File: src/rtl/elastic_pkg.sv
// ----------------------------------------------------------------------------
// elastic_pkg
// Shared types for the elastic pipeline:
//   pipe_mode_e   - stage flavour (MODE_FWD single-entry, MODE_SKID main+skid)
//   stage_state_e - occupancy state of a MODE_SKID stage
// ----------------------------------------------------------------------------
package elastic_pkg;

  typedef enum logic {
    MODE_FWD  = 1'b0,
    MODE_SKID = 1'b1
  } pipe_mode_e;

  typedef enum logic [1:0] {
    EMPTY = 2'b00,
    BUSY  = 2'b01,
    FULL  = 2'b10
  } stage_state_e;

endpackage

File: src/rtl/elastic_stage.sv
// ----------------------------------------------------------------------------
// elastic_stage
// One valid/ready register stage of the elastic pipeline.
//   clk, rst          - clock, asynchronous active-high reset
//   flush_i           - synchronous discard of the held beat(s)
//   valid_i/ready_o/data_i - upstream handshake and payload
//   valid_o/ready_i/data_o - downstream handshake and payload
// MODE_FWD : one entry, ready_o = ~valid | ready_i (combinational from ready_i).
// MODE_SKID: main + skid entry, ready_o = ~skid_valid from a register, so
//            ready_i never reaches ready_o combinationally.
// ----------------------------------------------------------------------------
module elastic_stage
  import elastic_pkg::*;
#(
  parameter int unsigned WIDTH = 32,
  parameter pipe_mode_e  MODE  = MODE_SKID
) (
  input  logic             clk,
  input  logic             rst,
  input  logic             flush_i,
  input  logic             valid_i,
  output logic             ready_o,
  input  logic [WIDTH-1:0] data_i,
  output logic             valid_o,
  input  logic             ready_i,
  output logic [WIDTH-1:0] data_o
);

  if (MODE == MODE_FWD) begin : g_fwd
    logic             valid_q;
    logic [WIDTH-1:0] data_q;
    logic             push_s;
    logic             pop_s;

    // Flush forces ready low so nothing is accepted in a discarding cycle.
    assign ready_o = (~valid_q | ready_i) & ~flush_i;
    assign push_s  = valid_i & ready_o;
    assign pop_s   = valid_q & ready_i;
    assign valid_o = valid_q;
    assign data_o  = data_q;

    // Single-entry occupancy and payload register; flush wins over push/pop.
    always_ff @(posedge clk or posedge rst) begin
      if (rst) begin
        valid_q <= 1'b0;
        data_q  <= {WIDTH{1'b0}};
      end else begin
        if (flush_i) begin
          valid_q <= 1'b0;
        end else if (push_s) begin
          valid_q <= 1'b1;
        end else if (pop_s) begin
          valid_q <= 1'b0;
        end else begin
          valid_q <= valid_q;
        end
        if (push_s) begin
          data_q <= data_i;
        end else begin
          data_q <= data_q;
        end
      end
    end
  end else begin : g_skid
    stage_state_e     state_q;
    logic [WIDTH-1:0] main_q;
    logic [WIDTH-1:0] skid_q;
    logic             push_s;
    logic             pop_s;

    // FULL means the skid entry is occupied; this is a pure register decode.
    assign ready_o = (state_q != FULL) & ~flush_i;
    assign valid_o = (state_q != EMPTY);
    assign data_o  = main_q;
    assign push_s  = valid_i & ready_o;
    assign pop_s   = valid_o & ready_i;

    // Stage FSM: main entry always feeds the output, skid absorbs one extra beat.
    always_ff @(posedge clk or posedge rst) begin
      if (rst) begin
        state_q <= EMPTY;
        main_q  <= {WIDTH{1'b0}};
        skid_q  <= {WIDTH{1'b0}};
      end else if (flush_i) begin
        state_q <= EMPTY;
      end else begin
        case (state_q)
          EMPTY: begin
            if (push_s) begin
              state_q <= BUSY;
              main_q  <= data_i;
            end
          end
          BUSY: begin
            if (push_s && !pop_s) begin
              state_q <= FULL;
              skid_q  <= data_i;
            end else if (!push_s && pop_s) begin
              state_q <= EMPTY;
            end else if (push_s && pop_s) begin
              main_q  <= data_i;
            end
          end
          FULL: begin
            // ready_o is low here, so only a pop can occur.
            if (pop_s) begin
              state_q <= BUSY;
              main_q  <= skid_q;
            end
          end
          default: begin
            state_q <= EMPTY;
          end
        endcase
      end
    end
  end

endmodule

File: src/rtl/elastic_pipeline.sv
// ----------------------------------------------------------------------------
// elastic_pipeline
// DEPTH chained elastic_stage instances with a beat-occupancy counter.
//   clk, rst            - clock, asynchronous active-high reset
//   flush               - synchronous discard of all held beats
//   in_valid/in_ready/in_data    - upstream handshake and payload
//   out_valid/out_ready/out_data - downstream handshake and payload
//   count               - beats currently held (0 .. DEPTH or 2*DEPTH)
// ----------------------------------------------------------------------------
module elastic_pipeline
  import elastic_pkg::*;
#(
  parameter int unsigned WIDTH = 32,
  parameter int unsigned DEPTH = 4,
  parameter pipe_mode_e  MODE  = MODE_SKID,
  localparam int unsigned CW   = $clog2(2 * DEPTH + 1)
) (
  input  logic             clk,
  input  logic             rst,
  input  logic             flush,
  input  logic             in_valid,
  output logic             in_ready,
  input  logic [WIDTH-1:0] in_data,
  output logic             out_valid,
  input  logic             out_ready,
  output logic [WIDTH-1:0] out_data,
  output logic [CW-1:0]    count
);

  // Element i is the link feeding stage i; element DEPTH is the output port.
  logic             vld_s [DEPTH+1];
  logic             rdy_s [DEPTH+1];
  logic [WIDTH-1:0] dat_s [DEPTH+1];

  logic          in_fire_s;
  logic          out_fire_s;
  logic [CW-1:0] count_d;
  logic [CW-1:0] count_q;

  assign vld_s[0]     = in_valid;
  assign dat_s[0]     = in_data;
  assign rdy_s[DEPTH] = out_ready;

  for (genvar i = 0; i < DEPTH; i++) begin : g_stage
    elastic_stage #(
      .WIDTH (WIDTH),
      .MODE  (MODE)
    ) u_stage (
      .clk     (clk),
      .rst     (rst),
      .flush_i (flush),
      .valid_i (vld_s[i]),
      .ready_o (rdy_s[i]),
      .data_i  (dat_s[i]),
      .valid_o (vld_s[i+1]),
      .ready_i (rdy_s[i+1]),
      .data_o  (dat_s[i+1])
    );
  end

  // Keep upstream stalled for the whole time reset is asserted.
  assign in_ready   = rdy_s[0] & ~rst;
  assign out_valid  = vld_s[DEPTH];
  assign out_data   = dat_s[DEPTH];
  assign in_fire_s  = in_valid & in_ready;
  assign out_fire_s = out_valid & out_ready;
  assign count      = count_q;

  // Occupancy next-state: flush clears, simultaneous in/out transfers cancel.
  always_comb begin
    count_d = count_q;
    if (flush) begin
      count_d = {CW{1'b0}};
    end else if (in_fire_s && !out_fire_s) begin
      count_d = count_q + {{(CW-1){1'b0}}, 1'b1};
    end else if (!in_fire_s && out_fire_s) begin
      count_d = count_q - {{(CW-1){1'b0}}, 1'b1};
    end else begin
      count_d = count_q;
    end
  end

  // Occupancy register.
  always_ff @(posedge clk or posedge rst) begin
    if (rst) begin
      count_q <= {CW{1'b0}};
    end else begin
      count_q <= count_d;
    end
  end

endmodule

File: config.mk
export PLATFORM = sky130hd
export DESIGN_NAME = elastic_pipeline
export DESIGN_NICKNAME = d
export VERILOG_FILES = /design/src/rtl/elastic_pkg.sv /design/src/rtl/elastic_stage.sv /design/src/rtl/elastic_pipeline.sv
export SDC_FILE = /design/constraint.sdc
export NUM_CORES = 1
export LEC_CHECK = 0
export CAP_MARGIN = 40
export CORE_UTILIZATION = 54
export DETAILED_ROUTE_END_ITERATION = 8
export HOLD_SLACK_MARGIN = 0.06
export PLACE_DENSITY = 0.75
export SETUP_SLACK_MARGIN = 0.5
export SYNTH_ARGS = -nofsm -noshare
export SYNTH_HDL_FRONTEND = slang
export SYNTH_SLANG_ARGS = --single-unit
File: constraint.sdc
create_clock -name clk -period 9.15 [get_ports clk]
set_clock_uncertainty 0.2 [all_clocks]
set_input_delay 2.2875 -clock clk [delete_from_list [all_inputs] [get_ports clk]]
set_output_delay 2.2875 -clock clk [all_outputs]
set_load 0.01 [all_outputs]
==> flow_summary.toml, run 1 <==
[clock_network]
cts-buffers-inserted = 28
cts_hold_buffers = 0
htreeDepth = 1
cts_repair_resize_count = 0
clock_insertion_delay_worst_skew_ps = 540
post-cts-setup-buffer-count = 0
clock_tree_from_tritoncts = "yes"
clock_tree.root_cell = "clkbuf_16"
clock-sinks = 268
cts_max_path_buffers = 3
cts.reportedPaths.clkPinSlew_ps = 60

[die]
core_region_area_mm2 = 0.0220
initial_utilization = 0.554
chipWidth_um = 152
ios = 75
die_area_mm2 = 0.0231
floorplan.die.height_um = 152
rows = 54

[synthesis]
syn_nets = 975
synth_top_cells_by_area = "dfrtp_1, mux2_2, nand2_1, buf_4, a31oi_1"
synth_enable_flop_cells = 0
synthesis.instances = 923
synth_flop_cell = "dfrtp_1"
post_synth_instance_area_mm2 = 0.0122
share_of_synthesized_area_occupied_by_flip_flops_and_latches = 0.551
ys.warnings.count = 0
netlist-cell-type-count = 42
async_reset_ff_frac = 1.00
synth-seq-cells = 268
synth_top_area_share = 0.551
synth.largest_area_cell = "dfrtp_1"
synth_area_per_cell_um2 = 13.2

[sta]
maxSlewHeadroom = 0.447
final_critical_path_setup_slack_ps = 3150
final_min_period_over_clock_period = 0.656
rsz0062_at_grt = "no"
report.final.setup_viol = 0
setup_tns_final_ps = 0
worst_slew_pin_slew_ps = 809
final_max_slew_viol_count = 0
timing_hold_violations_final = 0
final.min_clock_period_ps = 6000
fin_worst_hold_slack_ps = 299
fmaxAchievable_ghz = 0.167

[power]
peak_vdd_ir_mv = 0.154
pwr-share-clk = 0.298
part_of_the_total_power_dissipated_in_sequential_elements = 0.481
comb_power_share = 0.221
power_switching_share = 0.264
power.switching_w = 0.000984
p_leak_nw = 6.15
p_int_w = 0.00274
pwr_density_cell_mw_per_mm2 = 266

[drt]
antenna_left = 0
drt_first_pass_iters = 6
drcViolationCount = 6
first_iter_violations = 330
drt-vias-per-instance = 5.57
dr_total_vias = 7032
wire_per_inst_um = 17.8
routed_wirelength_um = 22500

[run]
max_cap_violations = 0

[global_route]
globalRoute.totalOverflow = 0
antenna_found_initial = 0
number_of_global_route_vias_before_repair = 7241
first_pass_grt_wire_length_um = 37800
grt_usage = 0.202
pin_count_of_the_biggest_net_entering_global_routing = 65

[placement]
io_buffers = 74
dpl.hpwl_um = 13800
post_dp_cell_area_mm2 = 0.0131
post-place-cells = 1212
place.gp.congestion = 0.764
dp_worst_setup_slack_ps = 3150

[critical_path]
critPathCaptureType = "output port"
critical_path_class = "in2out"
worstPathRequired_ps = 6660
critPathArrivalTime_ps = 3510
timing.critical_path.from_type = "input port"
crit_fanout = 3

[final_layout]
regArea_mm2 = 0.00671
post_layout_nonfiller_instances = 1262
final_cell_area_mm2 = 0.0140
layout-drive-gt1-share = 0.406
antenna_cells = 0
synthToLayoutAreaGrowth_pct = 15.1
num-nets-final = 1014
multi_input_comb_area_mm2 = 0.00501
n_fill_cell = 1650

[hold_path]
timing.hold.worst.class = "reg2reg"

[run_status]
violations = "DRC"
outcome = "complete, but fails checks"
kinds of logic (layout without fill, tap and decap cells):
kind of cell,after synthesis,count (layout),synth area share
xor+xnor,1,1,0.000720
simple gates,157,157,0.0574
mux,322,322,0.298
compound gates,62,62,0.0336
buf+inv,98,157,0.0435
flops,268,268,0.551
fa+ha+maj,15,15,0.0160
flip-flops by register name, summed over array words and instances, names as in the netlist:
signal / cells
g_stage.u_stage.g_skid.skid_q: 128
count: 4
g_stage.u_stage.g_skid.state_q: 8
g_stage.u_stage.data_o: 128
layout by cell type, fill, tap and decap left out, types with 2 or more instances in the layout:
cell type,count
mux2_2,320
dfrtp_1,268
clkdlybuf4s50_1,74
nand2_1,72
nor2_1,49
a31oi_1,33
clkbuf_16,28
buf_4,16
ha_1,14
a21oi_1,13
inv_1,10
clkbuf_8,8
clkbuf_1,8
nor3_1,5
nand3b_1,3
nand2b_1,3
o211ai_1,3
clkinv_2,3
buf_12,3
nor2_4,2
nor2b_4,2
o21ai_0,2
o311ai_0,2
nand4_1,2
nand3_1,2
nor4b_1,2
or3_1,2
nor3b_1,2
mux2i_1,2
buf_16,2
worst max-delay path, stage by stage:
cell and delay, ps:
clkdlybuf4s50_1 480, nor3_1 190, clkdlybuf4s50_1 560
layout make-up:
| class | count | area share |
|---|---|---|
| Clock buffer | 44 | 0.0600 |
| Clock inverter | 6 | 0.00518 |
| Inverter | 11 | 0.00322 |
| Multi-Input combinational cell | 557 | 0.357 |
| Sequential cell | 268 | 0.479 |
| Tap cell | 280 | 0.0250 |
| Timing Repair Buffer | 96 | 0.0705 |
Yosys cell counts (2+ instances only):
library cell and number:
nand4_1 2, mux2i_1 2, nor2_1 51, ha_1 14
nor4b_1 3, buf_4 32, buf_1 5, nor2b_1 4
mux2_2 320, o311ai_0 2, nor3b_1 2, o211ai_1 3
or3_1 2, nand2_1 72, nor4bb_1 2, a31oi_1 34
dfrtp_1 268, nor3_1 5, buf_2 15, buf_6 3
a21oi_1 13, nand2b_1 4, nand3_1 2, clkbuf_1 32
nand3b_1 3, o21ai_0 2, inv_1 11
power by group through the flow:
stage	registers, W	logic, W	clock network (W)
2_1_floorplan	0.00174	0.000675	0
3_3_place_gp	0.00180	0.000802	0
3_5_place_dp	0.00182	0.000830	0
4_1_cts	0.00180	0.000837	0.00114
5_1_grt	0.00186	0.000900	0.00118
6_report	0.00180	0.000823	0.00111
stage by stage:
stage / power, W / util
finish: 0.00373 / 0.638
global route: 0.00394 / 0.638
CTS: 0.00377 / 0.638
detailed placement: 0.00265 / 0.596
global placement: 0.00260 / 0.590
floorplan: 0.00241 / -
worst paths after layout:
check	startpoint	endpoint	slack, ps	cells after the start
setup / recovery	rst	in_ready	3150	3
hold / removal	g_stage[0].u_stage.g_skid.skid_q[15]	g_stage[0].u_stage.g_skid.skid_q[15]	300	1
setup reg to reg	g_stage[2].u_stage.g_skid.state_q[1]	g_stage[2].u_stage.data_o[31]	5690	9
hold reg to reg	g_stage[0].u_stage.g_skid.skid_q[15]	g_stage[0].u_stage.g_skid.skid_q[15]	300	1
max in group asynchronous	rst	g_stage[1].u_stage.data_o[16]	5530	4
min in group asynchronous	rst	g_stage[0].u_stage.g_skid.state_q[1]	1920	2
layer usage:
layer	vias to the layer above	global-route usage	wire, um
met5	-	0	0
met4	0	0.0428	342
met3	30	0.0285	775
met2	92	0.338	10900
met1	3610	0.283	10500
li1	3300	-	-
(Power assumes the default switching activity.)
==> run 2, diff against run 1 <==
Settings changed: CORE_UTILIZATION 54 to 59, PLACE_DENSITY 0.75 to 0.78.
Clock period 9.15 ns to 5.6 ns, I/O delays scaled along.
==> run 2 against run 1 <==
  * The run now ends clean
  * Die area down 8.4%
  * Non-clock buffer count down 2
  * Clock-buffer cell count fell by 6
  * First-iteration DRC count up 0.91%
  * Clock power grew 65%
  * Sequential power up 65%
  * Sequential share of layout area grew 0.23 points
  * Via count is 2.5% lower
  * Wire length shrank 6.9%
  * Power rose by 65%
  * Cell count shrank 1.0%
  * Design area fell by 0.48%
  * Largest cell class unchanged
==> flow_summary.toml, run 2 (synthesis gave the netlist of run 1 again) <==
[global_route]
number_of_global_route_vias_before_repair = 7020
globalRoute.totalOverflow = 0
pin_count_of_the_biggest_net_entering_global_routing = 77
grt_usage = 0.208
antenna_found_initial = 0
first_pass_grt_wire_length_um = 36000

[sta]
setup_tns_final_ps = 0
worst_slew_pin_slew_ps = 745
final_max_slew_viol_count = 0
final_min_period_over_clock_period = 0.855
timing_hold_violations_final = 0
final_critical_path_setup_slack_ps = 812
final.min_clock_period_ps = 4790
maxSlewHeadroom = 0.490
report.final.setup_viol = 0
rsz0062_at_grt = "no"
fmaxAchievable_ghz = 0.209

[placement]
io_buffers = 74
dpl.hpwl_um = 13300
place.gp.congestion = 0.767
post_dp_cell_area_mm2 = 0.0130
dp_worst_setup_slack_ps = 737

[clock_network]
post-cts-setup-buffer-count = 0
clock_insertion_delay_worst_skew_ps = 520
cts.reportedPaths.clkPinSlew_ps = 60
cts_max_path_buffers = 3
cts-buffers-inserted = 27
htreeDepth = 1
clock_tree.root_cell = "clkbuf_16"
cts_repair_resize_count = 0
clock-sinks = 268
cts_hold_buffers = 0
clock_tree_from_tritoncts = "yes"

[critical_path]
worstPathRequired_ps = 4000
crit_fanout = 19
critPathCaptureType = "output port"
critical_path_class = "in2out"
critPathArrivalTime_ps = 3190
r2r.worst_path.cells = 9
timing.critical_path.from_type = "input port"

[power]
pwr_density_cell_mw_per_mm2 = 440
total_power_w = 0.00613
p_leak_nw = 6.14
peak_vdd_ir_mv = 0.354

[final_layout]
n_fill_cell = 1442
layout-drive-gt1-share = 0.408
utilization = 0.689
num-nets-final = 1011
mostFrequentLayoutCells = "mux2_2, dfrtp_1, clkdlybuf4s50_1"
antenna_cells = 0
synthToLayoutAreaGrowth_pct = 14.5
regArea_mm2 = 0.00671
layout.cells.most_common = "mux2_2"
multi_input_comb_area_mm2 = 0.00498
final_cell_area_mm2 = 0.0139

[die]
chipWidth_um = 146
rows = 52
die_area_mm2 = 0.0212
ios = 75
floorplan.die.height_um = 146
core_region_area_mm2 = 0.0202
initial_utilization = 0.601

[drt]
drt-vias-per-instance = 5.49
first_iter_violations = 333
drt_first_pass_iters = 4
routed_wirelength_um = 21000
dr_total_vias = 6857
wire_per_inst_um = 16.8
drcViolationCount = 0
antenna_left = 0

[run_status]
outcome = "finished clean"

[run]
max_cap_violations = 0

[hold_path]
worst_hold_path.num_cells = 1
timing.hold.worst.class = "reg2reg"
[run 2: final timing paths]
check | slack (ps) | endpoint | start
max in group asynchronous | 3230 | g_stage[3].u_stage.data_o[14] | rst
setup reg to reg | 2240 | g_stage[2].u_stage.data_o[4] | g_stage[2].u_stage.g_skid.state_q[1]
hold / removal | 300 | g_stage[3].u_stage.data_o[0] | g_stage[3].u_stage.data_o[0]
setup / recovery | 810 | in_ready | flush
min in group asynchronous | 1040 | g_stage[0].u_stage.data_o[28] | rst
hold reg to reg | 300 | g_stage[3].u_stage.data_o[0] | g_stage[3].u_stage.data_o[0]
[run 2: metal layers]
metal  routed length [um]  vias to the layer above  GRT usage
met2                 9390                      104      0.320
met5                    0                        -          0
met3                  559                       24     0.0276
met4                  301                        0     0.0416
li1                     -                     3287          -
met1                10700                     3442      0.319
[run 2: area by class of cell]
| type | count | share of cell area |
|---|---|---|
| flip-flops and latches | 268 | 0.481 |
| well taps | 270 | 0.0242 |
| clock buffers | 38 | 0.0565 |
| clock inverters | 11 | 0.00951 |
| repair buffers | 94 | 0.0680 |
| multi-input cells | 557 | 0.357 |
| inverters | 11 | 0.00323 |
[run 2: through the flow]
| stage | cells | hold WS [ps] |
|---|---|---|
| floorplan | 923 | 275 |
| global placement | 1197 | 283 |
| detailed placement | 1200 | 290 |
| CTS | 1249 | 304 |
| global route | 1249 | 315 |
| finish | 1249 | 301 |
[run 2: power breakdown]
group          switching (W)  internal (W)  leakage, nW
Combinational       0.000486      0.000849         2.34
Sequential          0.000413       0.00256         3.35
Clock               0.000713       0.00111        0.458
Total                0.00161       0.00452         6.14
[run 2: worst max-delay path: stages]
cell             delay [ps]
clkdlybuf4s50_1         680
buf_4                   340
nor3_1                  190
clkdlybuf4s50_1         570
